## src/rtl/muldiv_sequencer.sv

```systemverilog
// Issue sequencer for the HI/LO multiply/divide unit: handles accept/stall, divider busy tracking,
// MTHI/MTLO overrides and MFHI/MFLO reads. Optional divide-by-zero trap: MULDIV_DIVZERO_TRAP_EN.
module muldiv_sequencer #(
    parameter int unsigned DIV_LATENCY = 11
) (
    input  logic        clk,
    input  logic        rst_n,
    input  logic        opValid,
    input  logic [2:0]  opCode,
    input  logic [31:0] rsVal,
    input  logic [31:0] rtVal,
    input  logic        flush,
    output logic        stall,
    output logic [31:0] rdData,
    output logic        rdValid,
    output logic        divZero,
    output logic [31:0] multA,
    output logic [31:0] multB,
    output logic [31:0] divA,
    output logic [31:0] divB,
    output logic        enableMult,
    output logic        isSignedMult,
    output logic        enableDiv,
    output logic        isSignedDiv,
    input  logic [31:0] hi,
    input  logic [31:0] lo
);

    localparam int unsigned CNT_W = $clog2(DIV_LATENCY + 1);

    localparam logic [2:0] OP_MULT  = 3'd0;
    localparam logic [2:0] OP_MULTU = 3'd1;
    localparam logic [2:0] OP_DIV   = 3'd2;
    localparam logic [2:0] OP_DIVU  = 3'd3;
    localparam logic [2:0] OP_MFHI  = 3'd4;
    localparam logic [2:0] OP_MFLO  = 3'd5;
    localparam logic [2:0] OP_MTHI  = 3'd6;
    localparam logic [2:0] OP_MTLO  = 3'd7;

    logic [CNT_W-1:0] r_cnt;
    logic [31:0]      r_hi_ovr;
    logic [31:0]      r_lo_ovr;
    logic             r_hi_ovr_vld;
    logic             r_lo_ovr_vld;
    logic [31:0]      r_rd_data;
    logic             r_rd_valid;

    logic w_busy;
    logic w_accept;
    logic w_is_mult;
    logic w_is_div;
    logic w_div_trap;
    logic w_div_issue;
    logic w_rd_accept;

    assign w_busy      = (r_cnt != '0);
    assign w_accept    = opValid && !flush && !w_busy;
    assign w_is_mult   = (opCode == OP_MULT) || (opCode == OP_MULTU);
    assign w_is_div    = (opCode == OP_DIV)  || (opCode == OP_DIVU);
    assign w_div_issue = w_accept && w_is_div && !w_div_trap;
    assign w_rd_accept = w_accept && ((opCode == OP_MFHI) || (opCode == OP_MFLO));

    // Operands pass straight through; the unit only samples them when enabled.
    assign multA        = rsVal;
    assign multB        = rtVal;
    assign divA         = rsVal;
    assign divB         = rtVal;
    assign stall        = opValid && !flush && w_busy;
    assign enableMult   = w_accept && w_is_mult;
    assign isSignedMult = w_accept && (opCode == OP_MULT);
    assign enableDiv    = w_div_issue;
    assign isSignedDiv  = w_div_issue && (opCode == OP_DIV);
    assign rdData       = r_rd_data;
    assign rdValid      = r_rd_valid;

`ifdef MULDIV_DIVZERO_TRAP_EN
    logic r_div_zero;

    // A trapped divide is swallowed: no issue, no busy window, overrides kept.
    assign w_div_trap = w_accept && w_is_div && (rtVal == 32'd0);
    assign divZero    = r_div_zero;

    always_ff @(posedge clk or negedge rst_n) begin
        if (!rst_n) begin
            r_div_zero <= 1'b0;
        end else begin
            r_div_zero <= w_div_trap;
        end
    end
`else
    assign w_div_trap = 1'b0;
    assign divZero    = 1'b0;
`endif

    always_ff @(posedge clk or negedge rst_n) begin
        if (!rst_n) begin
            r_cnt        <= '0;
            r_hi_ovr     <= '0;
            r_lo_ovr     <= '0;
            r_hi_ovr_vld <= 1'b0;
            r_lo_ovr_vld <= 1'b0;
            r_rd_data    <= '0;
            r_rd_valid   <= 1'b0;
        end else begin
            if (w_div_issue) begin
                r_cnt <= CNT_W'(DIV_LATENCY);
            end else if (w_busy) begin
                r_cnt <= r_cnt - CNT_W'(1);
            end

            // A new unit result supersedes any pending MTHI/MTLO value.
            if (enableMult || w_div_issue) begin
                r_hi_ovr_vld <= 1'b0;
                r_lo_ovr_vld <= 1'b0;
            end else if (w_accept && (opCode == OP_MTHI)) begin
                r_hi_ovr     <= rsVal;
                r_hi_ovr_vld <= 1'b1;
            end else if (w_accept && (opCode == OP_MTLO)) begin
                r_lo_ovr     <= rsVal;
                r_lo_ovr_vld <= 1'b1;
            end

            r_rd_valid <= w_rd_accept;
            if (w_rd_accept) begin
                if (opCode == OP_MFHI) begin
                    r_rd_data <= r_hi_ovr_vld ? r_hi_ovr : hi;
                end else begin
                    r_rd_data <= r_lo_ovr_vld ? r_lo_ovr : lo;
                end
            end
        end
    end

endmodule

```

## config.mk

```make
export PLATFORM = sky130hd
export DESIGN_NAME = muldiv_sequencer
export DESIGN_NICKNAME = d
export VERILOG_FILES = /design/src/rtl/muldiv_sequencer.sv
export SDC_FILE = /design/constraint.sdc
export NUM_CORES = 1
export LEC_CHECK = 0
export ABC_AREA = 1
export CAP_MARGIN = 20
export CORE_MARGIN = 2
export CORE_UTILIZATION = 43
export CTS_BUF_LIST = sky130_fd_sc_hd__clkbuf_8
export DETAILED_ROUTE_END_ITERATION = 7
export GPL_ROUTABILITY_DRIVEN = 0
export GPL_TIMING_DRIVEN = 1
export HOLD_SLACK_MARGIN = 0.05
export PLACE_DENSITY = 0.87
export SLEW_MARGIN = 20
export SYNTH_ARGS = -nofsm -noshare
export SYNTH_HDL_FRONTEND = slang
export SYNTH_SLANG_ARGS = --single-unit
```

## constraint.sdc

```tcl
create_clock -name clk -period 1.6 [get_ports clk]
set_clock_uncertainty 0.05 [all_clocks]
set_input_delay 0.16 -clock clk [delete_from_list [all_inputs] [get_ports clk]]
set_output_delay 0.16 -clock clk [all_outputs]
set_load 0.005 [all_outputs]
```

Word-level counts from Yosys, hierarchy flattened
Index checks and enable logic that the tools add are counted.

storage, ports and cells
  flip-flop bits (word level) = 103
  bits in latches = 0
  memory bits (writable) = 0
  ROM bits = 0
  bits of input ports = 135
  memories = 0

operators by class
  add/subtract/negate cells = 1
  $mul = 0
  div/mod/pow operators = 0
  magnitude comparators = 0
  equal/unequal tests = 8
  shifts and indexed selects = 0
  muxes and demuxes = 10
  bitwise gates (word level) = 2
  reduce and logical (&&, ||, !) cells = 24

operator list
  cell                                                 count
  two-way mux 32 bit                                   3
  equality test 3 bit, second input constant           4
  logical AND 1 bit                                    10
  two-way mux 4 bit                                    2
  equality test 3 x 2 -> 1 bit, second input constant  2
  nonzero test 2 bit                                   3
  two-way mux 1 bit                                    5
  logical OR 1 bit                                     4
  AND reduction 2 bit                                  2
  nonzero test 4 bit                                   1
  subtractor 4 x 1 -> 4 bit, second input constant     1
  equality test 3 x 1 -> 1 bit, second input constant  1
  logical NOT 3 bit                                    1
  AND reduction 3 bit                                  1
  logical NOT 1 bit                                    2
  inequality test 2 bit, second input constant         1
  inverter 1 bit                                       2

Logic depth before layout (Yosys ltp)
  word-level depth = 7
  gate-level depth with buffers = 9
  gate-level depth less buffers = 7

Least setup slack after synthesis
Ideal clock, no wire load.

  path type = register to register
  start = reg r_cnt[0]
  end = reg r_lo_ovr[13]
  arrival = 1.355 ns
  required time = 1.433 ns
  slack = 0.079 ns
  cell stages (with the launch flop) = 9
  path buffers = 1
  cells stage by stage = dfrtp_1 -> inv_1 -> ha_1 -> nand2_1 -> nor2_1 -> nand3_2 -> buf_2 -> nand2_1 -> nand2_1

between the ends
  longest elaborated chain between the ends = 7
  elaborated cells on any way between the ends = 11

ends and longest elaborated chain
  what                                         line    source
  from (decl)                                  40      logic [CNT_W-1:0] r_cnt;
  from (signal assigned)                       106     r_cnt <= CNT_W'(DIV_LATENCY);
  from (signal assigned)                       108     r_cnt <= r_cnt - CNT_W'(1);
  nonzero test 4 bit *                         56      assign w_busy = (r_cnt != '0);
  logical NOT 1 bit *                          57      assign w_accept = opValid && !flush && !w_busy;
  logical AND 1 bit *                          57
  logical AND 1 bit, on equally long branches  69, 60
  logical OR 1 bit                             112     if (enableMult || w_div_issue) begin
  inverter 1 bit (no line)                     --
  AND reduction 3 bit (no line) *              --
  to (signal assigned)                         119     r_lo_ovr <= rsVal;
  to (decl)                                    42      logic [31:0] r_lo_ovr;

Mark *: on every way between the ends. The rest lies on a longest branch, timed or not.
A chain may end at the register's enable or synchronous reset.

Final worst setup path
  start = reg r_cnt[0]
  end = out enableMult

between the ends
  longest elaborated chain between the ends = 4

ends and longest elaborated chain
  what                line  source
  nonzero test 4 bit  56
  logical NOT 1 bit   57
  logical AND 1 bit   57
  logical AND 1 bit   69    assign enableMult = w_accept && w_is_mult;
  to (decl)           21    output logic enableMult,

Every way passes these cells.

==> run summary <==
Status - finished, violations left
Failing checks - setup timing
Vias - 6394
Clock transition at path regs - 100 ps
Vias per inst - 5.190
Drt drc - 0
Met2 usage - 0.4176
Gr busiest metal - met2
Cell Rows - 44
DRT Pass-1 Iters - 6
Initial antenna violation count - 0
Drt wl/cell - 17.89 um
Vias in the first global route - 5797
Core area - 14420 um2
Layout area overhead - 51.26%
Cell variety after synth - 18
First-pass GRT wire length - 29330 um
RSZ-0062 raised after global routing - true
Final setup margin - -166.0 ps
H-tree depth - 3
WL final - 22040 um
HPWL Detailed - 12670 um
Period utilization - 1.104
Most common cell after layout, fill and taps aside - nand2_1
Net count after synthesis - 1050
Worst Path Required - 1390 ps
Cell count after synthesis - 914
Avg Synthesized Cell Area - 6.879 um2
Starting DRC count in detailed routing - 499
Die ar. - 15610 um2
Max IR drop VDD - 686.0 uV
Pwr per Cell Area - 1180 nW/um2
F_max - 566.3 MHz
Final setup violation count - 104
Critical setup path kind - flop to primary output
Final Hold Fails - 0
# diodes - 0
Share of layout cells above drive strength 1 - 0.2691
Ys flop type - dfrtp_1
Worst skew pair latency - 390 ps
EDFF count, synth - 0
Most frequent cells in the layout - nand2_1, clkdlybuf4s50_1, dfrtp_1, nand2_2, nand3_1
PortBufs - 204
Initial core utilization - 0.4359
Synth warn - 0
Nets - 1179
GR Util All Layers - 0.2350
Max-slew violation count - 0
Crit path DAT - 1560 ps
CTS tree - done
Number of top-level pins - 302
Die Width - 124.9 um
FF/Latch Area - 2577 um2
Sink Count - 103
Fillers - 1106
Worst Setup Start Kind - flop
Mapped cell area - 6287 um2
Max-cap violations - 0
Fraction of registers with async set/reset - 1.000
Final min period - 1766 ps
DP Worst Slack - -230.2 ps
CTS max path bufs - 2
Crit end category - primary output
Die height - 124.9 um
Hold WC Path Type - input port to asynchronous set/reset pin
Met1 usage - 0.2841
Routing usage on met3 - 0.04296
R2R Setup Slk - -150 ps
Fin util - 0.6594
Seq/Total Area, Yosys - 0.4100
Grt ovf - 0
CTS root buf - clkbuf_8
Multi-input logic area - 3274 um2
ANT nets after route - 0
Lkg Pwr - 0.004843 uW
FF+latch count, synth - 103
Pin count of the biggest net entering global routing - 40
CP max FO - 2
Cts bufs inserted - 9
==> what timing repair did <==
item                       in CTS  in global routing
hold buffers                    1                  0
gates cloned                    1                 15
buffers inserted               15                  6
resized for setup              40                241
pin swaps                       8                 42
hold endpoints to repair      103                  0
setup endpoints to repair      57                106
==> kinds of logic (layout without fill, tap and decap cells) <==
kind of cell,Yosys count,after routing,synth area share
simple gates,615,615,0.3855
buf+inv,189,323,0.1976
flops,103,103,0.4099
compound gates,5,5,0.004379
fa+ha+maj,1,1,0.001990
other cells,1,1,0.0005964
==> report_power, final <==
part / internal [uW] / switching [uW] / total, uW
clock: 964 / 957 / 1920
sequential: 3450 / 798 / 4250
combinational: 2580 / 2460 / 5050
total: 7000 / 4220 / 11200
==> state kept, by name, indices dropped and copies added (netlist names) <==
name / flops
r_cnt: 4
r_hi_ovr: 32
r_hi_ovr_vld: 1
r_lo_ovr: 32
rdValid: 1
rdData: 32
r_lo_ovr_vld: 1
==> layer usage <==
layer / share of wire / vias to the layer above
li1: - / 2922
met1: 0.37 / 3007
met2: 0.51 / 368
met3: 0.073 / 97
met4: 0.043 / 0
met5: 0 / -
==> critical path, stage by stage, from the launching register on <==
cell     delay, ps
dfrtp_1        400
inv_2           80
ha_4           160
nand2_4         50
nor2_4         100
buf_6          130
nand2_4         60
nor2_4          70
buf_2          110
==> synth_stat cells, drive strengths merged (2+ instances only) <==
cell    number  area share
nor3         3      0.0042
a21oi        2      0.0016
clkbuf      16      0.0096
o21ai        2      0.0016
inv         15      0.0090
nand2      530        0.32
dfrtp      103        0.41
nand3       70       0.057
nor2        12      0.0084
buf        158        0.18
==> metrics by stage <==
step	std cells	power [uW]	setup TNS, ps	cell area [um2]	hold WS [ps]
floorplan	914	6090	0	6287	-185.6
global placement	1185	7756	-4169	7929	51.45
detailed placement	1185	7905	-6842	7929	48.58
CTS	1216	10060	-8400	8342	168.7
global route	1232	11850	-16670	9510	196.3
finish	1232	11220	-9839	9510	169.7
==> final timing paths <==
check	from	depth (start not counted)	endpoint
min	rst_n	2	rdData[18]
min in group clk	rtVal[10]	0	divB[10]
max	r_cnt[0]	8	enableMult
max reg2reg	r_cnt[0]	11	r_hi_ovr[19]
max in group asynchronous	rst_n	3	r_lo_ovr[11]
min reg2reg	r_hi_ovr[15]	2	r_hi_ovr[15]
==> final cells by class <==
type | instances | area share
clock inverter | 5 | 0.008420
clock buffer | 11 | 0.01592
inverter | 15 | 0.005920
timing repair buffer | 292 | 0.3302
tap | 184 | 0.02421
multi-input combinational | 622 | 0.3443
sequential | 103 | 0.2710
Power figures use the tool's default switching activity.
